===== config.mk =====
export PLATFORM = sky130hd
export DESIGN_NAME = operand_negate_pipe_flat
export DESIGN_NICKNAME = d
export VERILOG_FILES = /design/src/rtl/alu_pkg.sv /design/src/rtl/operand_negate_pipe_if.sv /design/src/rtl/operand_negate_pipe_negate_unit.sv /design/src/rtl/operand_negate_pipe.sv /design/src/flat_wrapper.sv
export SDC_FILE = /design/constraint.sdc
export NUM_CORES = 1
export LEC_CHECK = 0
export ABC_CLOCK_PERIOD_IN_PS = 1500
export CAP_MARGIN = 20
export CORE_MARGIN = 10
export CORE_UTILIZATION = 51
export DETAILED_ROUTE_END_ITERATION = 12
export GPL_ROUTABILITY_DRIVEN = 0
export PLACE_DENSITY_LB_ADDON = 0.25
export SETUP_SLACK_MARGIN = 0.4
export SLEW_MARGIN = 30
export SYNTH_ARGS = -nofsm -noshare
export SYNTH_HDL_FRONTEND = slang
export SYNTH_SLANG_ARGS = --single-unit

===== constraint.sdc =====
create_clock -name clk -period 1.5 [get_ports clk]
set_input_delay 0.225 -clock clk [delete_from_list [all_inputs] [get_ports clk]]
set_output_delay 0.225 -clock clk [all_outputs]
set_load 0.005 [all_outputs]

===== src/rtl/alu_pkg.sv =====
// Shared ALU definitions: operand-conditioning mode codes and the status flag record
// that travels alongside every conditioned operand.
package alu_pkg;

  localparam logic [1:0] MODE_PASS = 2'b00;
  localparam logic [1:0] MODE_INV  = 2'b01;
  localparam logic [1:0] MODE_NEG  = 2'b10;
  localparam logic [1:0] MODE_ABS  = 2'b11;

  typedef struct packed {
    logic ovf;
    logic zero;
  } status_t;

  // NEG and ABS are the only modes that can add one, so only they can overflow.
  function automatic logic mode_can_negate(input logic [1:0] mode);
    return mode[1];
  endfunction

endpackage


===== src/rtl/operand_negate_pipe_if.sv =====
// Valid/ready bundle for the operand conditioning stage: upstream operand beat in,
// conditioned operand plus flags out.
interface operand_negate_pipe_if #(
  parameter int WIDTH = 8
);
  logic             in_valid;
  logic             in_ready;
  logic [WIDTH-1:0] in_a;
  logic [1:0]       in_mode;
  logic             out_valid;
  logic             out_ready;
  logic [WIDTH-1:0] out_y;
  logic             out_ovf;
  logic             out_zero;

  modport master (
    output in_valid, in_a, in_mode, out_ready,
    input  in_ready, out_valid, out_y, out_ovf, out_zero
  );

  modport slave (
    input  in_valid, in_a, in_mode, out_ready,
    output in_ready, out_valid, out_y, out_ovf, out_zero
  );
endinterface


===== src/rtl/operand_negate_pipe_negate_unit.sv =====
// Combinational operand conditioner: per-bit NOT + select, followed by a ripple +1
// that turns the inversion into a two's complement negation for NEG/ABS.
module negate_unit
  import alu_pkg::*;
#(
  parameter int WIDTH = 8
) (
  input  logic [WIDTH-1:0] in_a,
  input  logic [1:0]       in_mode,
  output logic [WIDTH-1:0] y,
  output logic             ovf,
  output logic             zero
);

  localparam logic [WIDTH-1:0] MOST_NEG = {1'b1, {(WIDTH-1){1'b0}}};

  logic             invert;
  logic             increment;
  logic [WIDTH-1:0] sel;
  logic [WIDTH-1:0] carry;

  always_comb begin
    invert    = 1'b0;
    increment = 1'b0;
    case (in_mode)
      MODE_PASS: begin invert = 1'b0;             increment = 1'b0;             end
      MODE_INV:  begin invert = 1'b1;             increment = 1'b0;             end
      MODE_NEG:  begin invert = 1'b1;             increment = 1'b1;             end
      default:   begin invert = in_a[WIDTH-1];    increment = in_a[WIDTH-1];    end
    endcase
  end

  assign carry[0] = increment;

  generate
    for (genvar gi = 0; gi < WIDTH; gi++) begin : g_slice
      assign sel[gi] = invert ? ~in_a[gi] : in_a[gi];
      assign y[gi]   = sel[gi] ^ carry[gi];
      // The carry out of the top slice is dropped: the +1 wraps mod 2^WIDTH.
      if (gi < WIDTH - 1) begin : g_carry
        assign carry[gi+1] = sel[gi] & carry[gi];
      end
    end
  endgenerate

  assign ovf  = mode_can_negate(in_mode) & (in_a == MOST_NEG);
  assign zero = ~|y;

endmodule


===== src/rtl/operand_negate_pipe.sv =====
// Registered operand conditioner: negate_unit result captured into a 2-entry FIFO
// whose head drives the output side; absorbs one cycle of downstream backpressure.
module operand_negate_pipe
  import alu_pkg::*;
#(
  parameter int WIDTH = 8
) (
  input  logic                  clk,
  input  logic                  rst,
  operand_negate_pipe_if.slave  bus
);

  typedef struct packed {
    logic [WIDTH-1:0] y;
    status_t          st;
  } result_t;

  result_t          slot [2];
  logic             wr_ptr;
  logic             rd_ptr;
  logic [1:0]       count;

  logic [WIDTH-1:0] nu_y;
  logic             nu_ovf;
  logic             nu_zero;
  result_t          new_result;
  result_t          head;
  logic             has_data;
  logic             accept;
  logic             deliver;

  negate_unit #(.WIDTH(WIDTH)) u_negate (
    .in_a    (bus.in_a),
    .in_mode (bus.in_mode),
    .y       (nu_y),
    .ovf     (nu_ovf),
    .zero    (nu_zero)
  );

  assign new_result = '{y: nu_y, st: '{ovf: nu_ovf, zero: nu_zero}};

  // in_ready is a pure function of count so it never loops through out_ready.
  assign bus.in_ready = (count != 2'd2);
  assign has_data     = (count != 2'd0);
  assign accept       = bus.in_valid & bus.in_ready;
  assign deliver      = has_data & bus.out_ready;

  always_ff @(posedge clk or posedge rst) begin
    if (rst) begin
      for (int i = 0; i < 2; i++) begin
        slot[i] <= '0;
      end
      wr_ptr <= 1'b0;
      rd_ptr <= 1'b0;
      count  <= 2'd0;
    end else begin
      if (accept) begin
        slot[wr_ptr] <= new_result;
        wr_ptr       <= ~wr_ptr;
      end
      if (deliver) begin
        rd_ptr <= ~rd_ptr;
      end
      case ({accept, deliver})
        2'b10:   count <= count + 2'd1;
        2'b01:   count <= count - 2'd1;
        default: count <= count;
      endcase
    end
  end

  // An empty buffer presents all-zero outputs rather than a stale slot.
  assign head          = has_data ? slot[rd_ptr] : '0;
  assign bus.out_valid = has_data;
  assign bus.out_y     = head.y;
  assign bus.out_ovf   = head.st.ovf;
  assign bus.out_zero  = head.st.zero;

endmodule


===== src/flat_wrapper.sv =====
// flat-port wrapper written by rule: the top's interface ports become plain ports
module operand_negate_pipe_flat import alu_pkg::*;
#(
  parameter int WIDTH = 8
)
  (clk, rst, bus_in_valid, bus_in_a, bus_in_mode, bus_out_ready, bus_in_ready, bus_out_valid, bus_out_y, bus_out_ovf, bus_out_zero);
  operand_negate_pipe_if #(.WIDTH(WIDTH)) bus_i ();
  input  logic clk;
  input  logic rst;
  input wire logic [$bits(bus_i.in_valid)-1:0] bus_in_valid;
  input wire logic [$bits(bus_i.in_a)-1:0] bus_in_a;
  input wire logic [$bits(bus_i.in_mode)-1:0] bus_in_mode;
  input wire logic [$bits(bus_i.out_ready)-1:0] bus_out_ready;
  output wire logic [$bits(bus_i.in_ready)-1:0] bus_in_ready;
  output wire logic [$bits(bus_i.out_valid)-1:0] bus_out_valid;
  output wire logic [$bits(bus_i.out_y)-1:0] bus_out_y;
  output wire logic [$bits(bus_i.out_ovf)-1:0] bus_out_ovf;
  output wire logic [$bits(bus_i.out_zero)-1:0] bus_out_zero;
  assign bus_i.in_valid = bus_in_valid;
  assign bus_i.in_a = bus_in_a;
  assign bus_i.in_mode = bus_in_mode;
  assign bus_i.out_ready = bus_out_ready;
  assign bus_in_ready = bus_i.in_ready;
  assign bus_out_valid = bus_i.out_valid;
  assign bus_out_y = bus_i.out_y;
  assign bus_out_ovf = bus_i.out_ovf;
  assign bus_out_zero = bus_i.out_zero;
  operand_negate_pipe #(.WIDTH(WIDTH)) u_core (.clk(clk), .rst(rst), .bus(bus_i));
endmodule

==> results of run 1 <==
-- repair_timing --
action | CTS
pin swaps | 16
endpoints found under the hold margin | 0
gates cloned | 1
buffers inserted | 18
gates resized for setup | 112
endpoints found under the setup margin | 36
-- logic make-up after synthesis --
family	after synthesis	synth area share, %
fa+ha+maj	10	8.764
compound gates	15	7.012
buf+inv	10	3.593
xor+xnor	12	7.363
mux	26	19.81
flops	24	42.07
simple gates	29	11.39
-- through the flow --
stage          area [um2]  instances  TNS [ps]  hold slack [ps]  util, %
2_1_floorplan        1597        126    -11910            239.6        -
3_5_place_dp         2100        207    -25790            496.3    77.47
4_1_cts              2421        230    -10350            226.6    89.34
3_3_place_gp         2100        207    -24640            479.1    77.47
==> results_dict.tcl, run 1 <==
set metrics [dict create \
    antenna_found_initial 0 \
    grt_max_degree 25 \
    cts_buffers 3 \
    endpoint_type "sequential cell input" \
    ys_warn_count 0 \
    initial_core_util_pct 52.68 \
    yosysSeqAreaShare_pct 42.07 \
    fp-row-count 19 \
    synth_edf_count 0 \
    port_buffers 25 \
    netlist_area_mm2 0.001428 \
    synth.area.top_cells "dfrtp_1, mux2_2, ha_1" \
    tool.error "[ERROR DPL-0033] detailed placement checks failed during check placement." \
    cts_hold_buf 0 \
    synth_ff_type "dfrtp_1" \
    synth.most_common_cell "dfrtp_1" \
    die_y_um 72.91 \
    synth_top_cell_by_area "dfrtp_1" \
    failed_stage "global routing" \
    ctsRootBufferMaster "clkbuf_4" \
    crit_endpoint "u_core.slot[0]$_DFFE_PP0P_/D" \
    avgSynthCellArea_um2 11.33 \
    synthArstFlopShare_pct 100.0 \
    clkSinkCount 24 \
    status "aborted with a tool error" \
    die_x_um 72.91 \
    dpl_worst_slack_ps -1951 \
    ys_ff_latch 24 \
    synth_cell_type_count 30 \
    ioPinCount 26 \
    clockBufferDepth 2 \
    synth_nets 150 \
    synth_top_area_share_pct 42.07 \
    h-tree-depth 1 \
    synth_cells 126 \
    ys_top_cells_by_count "dfrtp_1, mux2_2, nor2_1" \
    dp_hpwl_mm 2.690 \
]
==> run 2, diff against run 1 <==
--- a/config.mk
+++ b/config.mk
@@ -7,12 +7,11 @@
 export LEC_CHECK = 0
 export ABC_CLOCK_PERIOD_IN_PS = 1500
 export CAP_MARGIN = 20
-export CORE_MARGIN = 10
-export CORE_UTILIZATION = 51
+export CORE_AREA = 10 10 71 73
 export DETAILED_ROUTE_END_ITERATION = 12
+export DIE_AREA = 0 0 81 83
 export GPL_ROUTABILITY_DRIVEN = 0
-export PLACE_DENSITY_LB_ADDON = 0.25
-export SETUP_SLACK_MARGIN = 0.4
+export PLACE_DENSITY_LB_ADDON = 0.15
 export SLEW_MARGIN = 30
 export SYNTH_ARGS = -nofsm -noshare
 export SYNTH_HDL_FRONTEND = slang
==> run 2 against run 1 <==
The flow now finishes, with violations (negative setup slack). Synthesized cell count stayed put. Synthesized area unchanged.
==> results_dict.tcl, run 2 <==
set metrics [dict create \
    status "complete, but fails checks" \
    failed_checks "negative setup slack" \
    critPathMaxFanout 3 \
    synthArstFlopShare_pct 100.0 \
    grt_max_degree 25 \
    area_delta_synth_final_pct 76.77 \
    clockBufferDepth 2 \
    use_met3_pct 3.233 \
    h-tree-depth 1 \
    synth_ff_type "dfrtp_1" \
    synth_top_cell_by_area "dfrtp_1" \
    synth_nets 150 \
    layout.nets 228 \
    ys_top_cells_by_count "dfrtp_1, mux2_2, nor2_1" \
    ys_warn_count 0 \
    vdd_ir_drop_max_mv 1.116 \
    largest_register_ffs 20 \
    drive_gt1_share_pct 59.61 \
    max_cap_viol_count 0 \
    grt_pass1_wl_mm 6.203 \
    slew_violations 0 \
    cts.clk_slew.worst_paths_ps 90 \
    hold_class "in2async" \
    reg2reg_depth 10 \
    ctsRootBufferMaster "clkbuf_8" \
    skew_ps 6.312 \
    synth.area.top_cells "dfrtp_1, mux2_2, ha_1" \
    critPathLaunchType "input pin" \
    dp_hpwl_mm 2.746 \
    timing.rr.start "u_core.count[1]" \
    grt_pass1_vias 1380 \
    clkSinkCount 24 \
    post-route-cell-area_mm2 0.002524 \
    die_x_um 81 \
    grt_use_met1_pct 11.84 \
    synth_cells 126 \
    nFillCells 263 \
    drtIter0Drc 29 \
    grt_usage_pct 11.19 \
    synth_top_area_share_pct 42.07 \
    crit_type "in2reg" \
    antenna_found_initial 0 \
    port_buffers 25 \
    avgSynthCellArea_um2 11.33 \
    period_needed_ps 2434 \
    ys_ff_latch 24 \
    reg_top3 "u_core.slot (20), u_core.count (2)" \
    firstDrtPassIters 4 \
    critPathCaptureType "flip-flop" \
    hold_violations 0 \
    die_y_um 83 \
    synth_edf_count 0 \
    placed_area_mm2 0.002098 \
    relSlewSlack_pct 66.51 \
    rsz0062_at_grt "yes" \
    initial_core_util_pct 39.29 \
    diodes 0 \
    ant_nets 0 \
    clk_latency_ps 270 \
    setup_violations 27 \
    worst_pin_slew_ps 497.0 \
    utilization_pct 69.46 \
    globalRoute.busiestLayer "met2" \
    cp.arrival_ps 2600 \
    setup_slack_ps -933.5 \
    fmaxAchievable_ghz 0.4109 \
    rrSetupSlack_ps -170 \
    fp-row-count 22 \
    overflow 0 \
    final_common_cell "buf_4" \
    layout_common_cells "buf_4, dfrtp_1, buf_6" \
    synth.most_common_cell "dfrtp_1" \
    worstPathRequired_ps 1670 \
    die_area_mm2 0.006723 \
    power.leakage_uw 0.001149 \
    synth_cell_type_count 30 \
    yosysSeqAreaShare_pct 42.07 \
    route.detailed.vias_per_inst 4.928 \
    drt_wl_total_mm 4.128 \
    netlist_area_mm2 0.001428 \
    coreArea_mm2 0.003633 \
    fin_crit_sh_pct 162.2 \
    dr_total_vias 1237 \
    drc 0 \
    use_met2_pct 21.04 \
    cts_buffers 3 \
    power_density_mw_per_mm2 1874 \
    power.total_uw 4729 \
    timing.rr.end "u_core.count[1]" \
    ioPinCount 26 \
    cts_tree "done" \
    top_register "u_core.slot" \
    wl_per_cell_um 16.45 \
]
run 2: cell type report:
class                   count  area [um2]  share of cell area, %
multi-input cells          92        1054                  41.75
repair buffers             76       698.2                  27.66
flip-flops and latches     24       601.8                  23.85
well taps                  48       60.06                  2.380
clock buffers               3       41.29                  1.636
inverters                   7       38.79                  1.537
clock inverters             1       30.03                  1.190
run 2: power by group:
| part | total [uW] | internal [uW] | switching (uW) |
|---|---|---|---|
| clock | 576 | 357 | 219 |
| sequential | 1150 | 936 | 214 |
| combinational | 3000 | 1810 | 1190 |
run 2: logic make-up after synthesis:
family                     synth area share (%)
and+or+nand+nor                           11.39
muxes                                     19.81
DFF                                       42.07
AOI/OAI and AO/OA                         7.012
xor gates and xnor gates                  7.363
buffers and inverters                     3.593
adders and majority gates                 8.764
run 2: worst max path at each step:
stage / from / depth (start not counted) / end
floorplan: bus_in_mode[0] / 15 / u_core.slot[0]
global placement: bus_in_mode[0] / 16 / u_core.slot[0]
detailed placement: bus_in_mode[0] / 16 / u_core.slot[0]
CTS: bus_in_mode[0] / 16 / u_core.slot[0]
global route: bus_in_mode[0] / 16 / u_core.slot[10]
finish: bus_in_mode[0] / 16 / u_core.slot[10]
run 2: critical path: stages:
cell and delay [ps]:
buf_12 90, inv_8 30, ha_4 260, inv_2 40, mux2i_4 180, xnor2_1 100, ha_2 190, ha_4 160
ha_4 150, ha_4 150, ha_4 150, ha_4 150, ha_4 230, nor4_2 140, nand2_1 140, o41ai_2 210
run 2: repair_timing:
action	4_1_cts	5_1_grt
setup buffers	14	8
gates cloned	0	0
setup endpoints to repair	31	31
pin swaps	14	10
resized for setup	94	26
hold buffers	0	0
run 2: metrics by stage:
step | setup TNS (ps) | setup slack [ps] | instances | hold slack (ps)
3_5_place_dp | -25180 | -1968 | 226 | 491.1
3_3_place_gp | -24120 | -1849 | 226 | 486.9
6_report | -10040 | -933.5 | 251 | 289.5
5_1_grt | -11580 | -996.7 | 251 | 335.7
4_1_cts | -10020 | -1027 | 244 | 298.9
2_1_floorplan | -11910 | -1261 | 126 | 239.6
run 2: layer usage:
metal / up-vias / routed length [um]
met4: 0 / 25
li1: 605 / -
met2: 16 / 2369
met5: - / 0
met3: 4 / 155
met1: 612 / 1578
No activity file was read; power rests on OpenSTA's default activity.
==> run 3, diff against run 2 <==
--- a/config.mk
+++ b/config.mk
@@ -5,11 +5,11 @@
 export SDC_FILE = /design/constraint.sdc
 export NUM_CORES = 1
 export LEC_CHECK = 0
-export ABC_CLOCK_PERIOD_IN_PS = 1500
+export ABC_CLOCK_PERIOD_IN_PS = 2500
 export CAP_MARGIN = 20
-export CORE_AREA = 10 10 71 73
+export CORE_AREA = 4 4 65 67
 export DETAILED_ROUTE_END_ITERATION = 12
-export DIE_AREA = 0 0 81 83
+export DIE_AREA = 0 0 69 71
 export GPL_ROUTABILITY_DRIVEN = 0
 export PLACE_DENSITY_LB_ADDON = 0.15
 export SLEW_MARGIN = 30
==> constraint.sdc (replaced) <==
create_clock -name clk -period 2.5 [get_ports clk]
set_input_delay 0.375 -clock clk [delete_from_list [all_inputs] [get_ports clk]]
set_output_delay 0.375 -clock clk [all_outputs]
set_load 0.005 [all_outputs]
==> run 3 against run 2 <==
Highest routed layer unchanged. Via count is 11% lower. Critical path type unchanged. Critical endpoint unchanged. Clock skew is 4.0 ps lower. Cell count is 14% lower. The flow still finishes with violations (negative setup slack). Power is 54% lower. Worst hold slack better by 170 ps. Flip-flop and latch count stayed put.
==> results_dict.tcl, run 3 (synthesis results as in run 2) <==
set metrics [dict create \
    overflow 0 \
    grt_max_degree 25 \
    dp_hpwl_mm 2.519 \
    period_needed_ps 2553 \
    firstDrtPassIters 4 \
    top_register "u_core.slot" \
    setup_violations 4 \
    timing.rr.end "u_core.count[1]" \
    power.leakage_uw 0.0008741 \
    ioPinCount 26 \
    die_x_um 69 \
    initial_core_util_pct 39.29 \
    drive_gt1_share_pct 36.31 \
    fin_crit_sh_pct 102.1 \
    grt_pass1_vias 1212 \
    relSlewSlack_pct 65.76 \
    antenna_found_initial 0 \
    crit_slowest_cell "ha_4" \
    crit_type "in2reg" \
    fmaxAchievable_ghz 0.3918 \
    worst-path-buf-inv 3 \
    clockBufferDepth 2 \
    dr_total_vias 1107 \
    dpl_worst_slack_ps -1119 \
    place.detailed.instances 211 \
    ant_nets 0 \
    tns_ps -119.9 \
    final_common_cell "dfrtp_1" \
    status "complete, but fails checks" \
    clkSinkCount 24 \
    largest_register_ffs 20 \
    drc 0 \
    diodes 0 \
    h-tree-depth 1 \
    cpLargestDelayFamily "adder cells" \
    cts_tree "done" \
    failed_checks "negative setup slack" \
    grt_usage_pct 13.99 \
    port_buffers 25 \
    slew_violations 0 \
    wl_per_cell_um 15.13 \
    cpPeakStageDelay_ps 250 \
    timing.rr.start "u_core.count[0]" \
    clk_latency_ps 260 \
    placed_area_mm2 0.001949 \
    worst_pin_slew_ps 511.9 \
    vdd_ir_drop_max_mv 0.4590 \
    hold_violations 0 \
    critPathCaptureType "flip-flop" \
    post-route-cell-area_mm2 0.002091 \
    nFillCells 320 \
    area_delta_synth_final_pct 46.45 \
    rsz0062_at_grt "yes" \
    route.detailed.vias_per_inst 5.125 \
    reg_top3 "u_core.slot (20), u_core.count (2)" \
    cp.arrival_ps 2710 \
    drt_wl_total_mm 3.269 \
    critPathLaunchType "input pin" \
    grt_pass1_wl_mm 5.520 \
    hold_class "in2async" \
    cts.clk_slew.worst_paths_ps 90 \
    worstPathRequired_ps 2660 \
    max_cap_viol_count 0 \
    rrSetupSlack_ps 770 \
    worst_path_most_repeated_cell "ha_4" \
    crit_chain "buf_12, inv_8, ha_4, inv_2, mux2i_4, xnor2_1, ha_2, ha_4, ha_4, ha_4, ha_4, ha_4, ha_4, nor4_4, nand2_2, o41ai_2" \
    ctsRootBufferMaster "clkbuf_8" \
    skew_ps 2.292 \
    die_area_mm2 0.004899 \
    cts_buffers 3 \
    drtIter0Drc 25 \
    power.total_uw 2164 \
    setup_slack_ps -52.59 \
    layout_common_cells "dfrtp_1, clkdlybuf4s50_1, buf_4" \
    die_y_um 71 \
    fp-row-count 22 \
    power_density_mw_per_mm2 1035 \
    reg2reg_depth 6 \
    layout.nets 193 \
    coreArea_mm2 0.003633 \
    critPathMaxFanout 3 \
    instances_no_fill 216 \
]
run 3: changes by cell type in the layout (fill, tap and decap cells not counted), moves of 10 or more:
| cell | delta |
|---|---|
| mux2_2 | +10 |
| buf_4 | -11 |
| mux2_4 | -10 |
| buf_2 | -10 |
| clkdlybuf4s50_1 | +12 |
| buf_6 | -20 |
run 3: worst max-delay path by stage:
stage	from	to	slack (ps)	cells past startpoint
floorplan	bus_in_mode[0]	u_core.slot[0]	-410	15
CTS	bus_in_mode[0]	u_core.slot[10]	-60	16
global placement	bus_in_mode[0]	u_core.slot[0]	-1000	16
global route	bus_in_mode[0]	u_core.slot[10]	-130	16
finish	bus_in_mode[0]	u_core.slot[10]	-50	16
detailed placement	bus_in_mode[0]	u_core.slot[0]	-1120	16
run 3: what timing repair did:
| item | 4_1_cts | 5_1_grt |
|---|---|---|
| setup buffers | 1 | 0 |
| pin swaps | 3 | 3 |
| hold buffers | 0 | 0 |
| gates resized for setup | 20 | 4 |
| endpoints found under the setup margin | 12 | 4 |
run 3: per-layer routing:
metal | vias up | wire length [um] | global-route usage [%] | share of wire, %
met5 | - | 0 | 0 | 0
met4 | 0 | 36 | 4.989 | 1.1
met3 | 4 | 99 | 2.273 | 3.0
met2 | 16 | 1866 | 26.59 | 57
met1 | 557 | 1267 | 15.66 | 39
li1 | 530 | - | - | -
run 3: stage by stage:
step	utilization [%]	hold slack, ps
floorplan	-	389.6
global placement	53.65	473.8
CTS	56.82	460.4
global route	57.54	476.0
detailed placement	53.65	488.5
finish	57.54	456.7
run 3: cell type report:
type                       instances  area [um2]  area share (%)
clock buffer                       3       41.29           1.975
clock inverter                     1       30.03           1.436
inverter                           7       38.79           1.855
multi-input combinational         92       939.7           44.94
sequential                        24       600.6           28.73
tap                               48       60.06           2.873
timing repair buffer              41       380.4           18.19
run 3: where the power goes:
| part | internal, uW | leakage [uW] | total (uW) | switching [uW] |
|---|---|---|---|---|
| clock network | 214 | 0.0000357 | 338 | 124 |
| logic | 656 | 0.000548 | 1160 | 506 |
| registers | 560 | 0.000290 | 664 | 104 |
| total | 1430 | 0.000874 | 2160 | 734 |
run 3: worst reg2reg max path, stage by stage, from the launching register on:
cell and delay [ps]:
dfrtp_1 430, nor2_1 280, buf_4 230, nor2b_1 90, ha_1 320, nor2_1 140, xor2_1 160
==> run 4, diff against run 3 <==
--- a/config.mk
+++ b/config.mk
@@ -16,3 +16,4 @@
 export SYNTH_ARGS = -nofsm -noshare
 export SYNTH_HDL_FRONTEND = slang
 export SYNTH_SLANG_ARGS = --single-unit
+export TNS_END_PERCENT = 20
==> constraint.sdc (replaced) <==
create_clock -name clk -period 2.5 [get_ports clk]
set_input_delay 0.25 -clock clk [delete_from_list [all_inputs] [get_ports clk]]
set_output_delay 0.25 -clock clk [all_outputs]
set_load 0.005 [all_outputs]
==> run 4 against run 3 <==
The run now ends clean. Critical endpoint unchanged. Flip-flop and latch count unchanged. Cell count decreased by 0.93%. Sequential share of layout area increased by 0.80 points. Global-route usage decreased by 0.68 points. Fmax increased by 3.0%. Routed wire length decreased by 4.8%. Power decreased by 2.0%.
==> results_dict.tcl, run 4 (synthesis results as in run 2) <==
set metrics [dict create \
    crit_slowest_cell "ha_4" \
    max_cap_viol_count 0 \
    die_x_um 69 \
    reg2reg_depth 7 \
    worst_path_most_repeated_cell "ha_4" \
    cts_tree "done" \
    cts_setup_buffers 0 \
    slew_violations 0 \
    overflow 0 \
    dr_total_vias 1069 \
    die_area_mm2 0.004899 \
    worstPathRequired_ps 2670 \
    place.detailed.instances 210 \
    critPathMaxFanout 3 \
    timing.rr.end "u_core.count[1]" \
    grt_pass1_vias 1174 \
    firstDrtPassIters 3 \
    coreArea_mm2 0.003633 \
    clkSinkCount 24 \
    port_buffers 25 \
    top_register "u_core.slot" \
    fp-row-count 22 \
    worst-path-buf-inv 2 \
    crit_chain "buf_2, ha_4, inv_2, mux2i_4, xnor2_1, ha_2, ha_4, ha_4, ha_4, ha_4, ha_4, ha_4, nor4_2, nand2_1, o41ai_2" \
    drt_wl_total_mm 3.111 \
    cts_hold_buf 0 \
    drtIter0Drc 27 \
    power_density_mw_per_mm2 1042 \
    clockBufferDepth 2 \
    diodes 0 \
    initial_core_util_pct 39.29 \
    final_common_cell "dfrtp_1" \
    cp.arrival_ps 2640 \
    cts_buffers 3 \
    setup.worst_path.end "u_core.slot[10]" \
    ant_nets 0 \
    fin_crit_sh_pct 99.12 \
    layout.nets 191 \
    critPathLaunchType "input pin" \
    utilization_pct 55.99 \
    worst_pin_slew_ps 644.7 \
    cpPeakStageDelay_ps 270 \
    rrSetupSlack_ps 790 \
    ioPinCount 26 \
    fmaxAchievable_ghz 0.4036 \
    drc 0 \
    hold_class "in2async" \
    route.detailed.vias_per_inst 4.995 \
    hold_violations 0 \
    ctsRootBufferMaster "clkbuf_8" \
    grt_max_degree 25 \
    grt_pass1_wl_mm 5.285 \
    skew_ps 6.832 \
    relSlewSlack_pct 57.02 \
    period_needed_ps 2478 \
    area_delta_synth_final_pct 42.51 \
    drive_gt1_share_pct 34.34 \
    die_y_um 71 \
    tns_ps 0 \
    wl_per_cell_um 14.54 \
    instances_no_fill 214 \
    crit_type "in2reg" \
    clk_latency_ps 270 \
    h-tree-depth 1 \
    rsz0062_at_grt "yes" \
    cpLargestDelayFamily "adder cells" \
    reg_top3 "u_core.slot (20), u_core.count (2)" \
    status "completed" \
    crit_path_start "bus_in_mode[1]" \
    vdd_ir_drop_max_mv 0.5864 \
    timing.rr.start "u_core.count[0]" \
    setup_violations 0 \
    nFillCells 335 \
    dp_hpwl_mm 2.458 \
    largest_register_ffs 20 \
    power.leakage_uw 0.0008547 \
    antenna_found_initial 0 \
    layout_common_cells "dfrtp_1, clkdlybuf4s50_1, mux2_2" \
    grt_usage_pct 13.31 \
    critPathCaptureType "flip-flop" \
    cts.clk_slew.worst_paths_ps 90 \
    power.total_uw 2120 \
    crit_cells 15 \
]
## run 4: cell types whose count changed in the layout (fill, tap and decap cells not counted)
cell,before,now
nand2_2,1,0
buf_12,1,0
buf_4,16,14
a31oi_4,1,0
buf_2,0,1
nor4_4,1,0
a31oi_1,3,4
nor4_2,0,1
nand2_1,2,3
## run 4: through the flow
step	setup WS (ps)	area, um2	hold WS, ps
3_5_place_dp	-1000	1942	477.6
6_report	22.08	2034	310.4
2_1_floorplan	-286.0	1546	264.6
5_1_grt	-57.94	2034	348.5
4_1_cts	3.471	2026	321.7
3_3_place_gp	-879.2	1942	473.6
## run 4: final cells by class
type	count	area [um2]	area share, %
clock buffers	3	41.29	2.030
clock inverters	1	30.03	1.476
inverters	7	38.79	1.907
multi-input cells	92	913.4	44.90
flip-flops and latches	24	600.6	29.52
well taps	48	60.06	2.952
repair buffers	39	350.3	17.22
## run 4: power breakdown
group,switching [uW],internal [uW]
Combinational,437,628
Clock,133,214
Sequential,149,559
Total,719,1400
## run 4: layer usage
layer | track usage [%] | vias to the layer above | share of wire (%)
met3 | 2.415 | 5 | 2.2
li1 | - | 528 | -
met2 | 25.21 | 13 | 56
met1 | 14.88 | 523 | 40
met5 | 0 | - | 0
met4 | 4.555 | 0 | 1.4
## run 4: worst min-delay path, stage by stage
cell and delay, ps:
clkdlybuf4s50_1 390, inv_1 50, buf_4 300
## run 4: worst min path at each step
stage                          startpoint         endpoint  slack [ps]  cells past startpoint
after detailed placement  u_core.count[1]  u_core.count[1]         480                      1
final                                 rst   u_core.slot[6]         310                      3
after global placement    u_core.count[1]  u_core.count[1]         470                      1
after CTS                             rst  u_core.slot[16]         320                      3
after global routing                  rst   u_core.slot[6]         350                      3
after floorplan                       rst  u_core.count[0]         260                      1
## run 4: repair_timing
item	CTS	global route
endpoints found under the setup margin	10	4
resized for setup	14	2
pin swaps	2	1
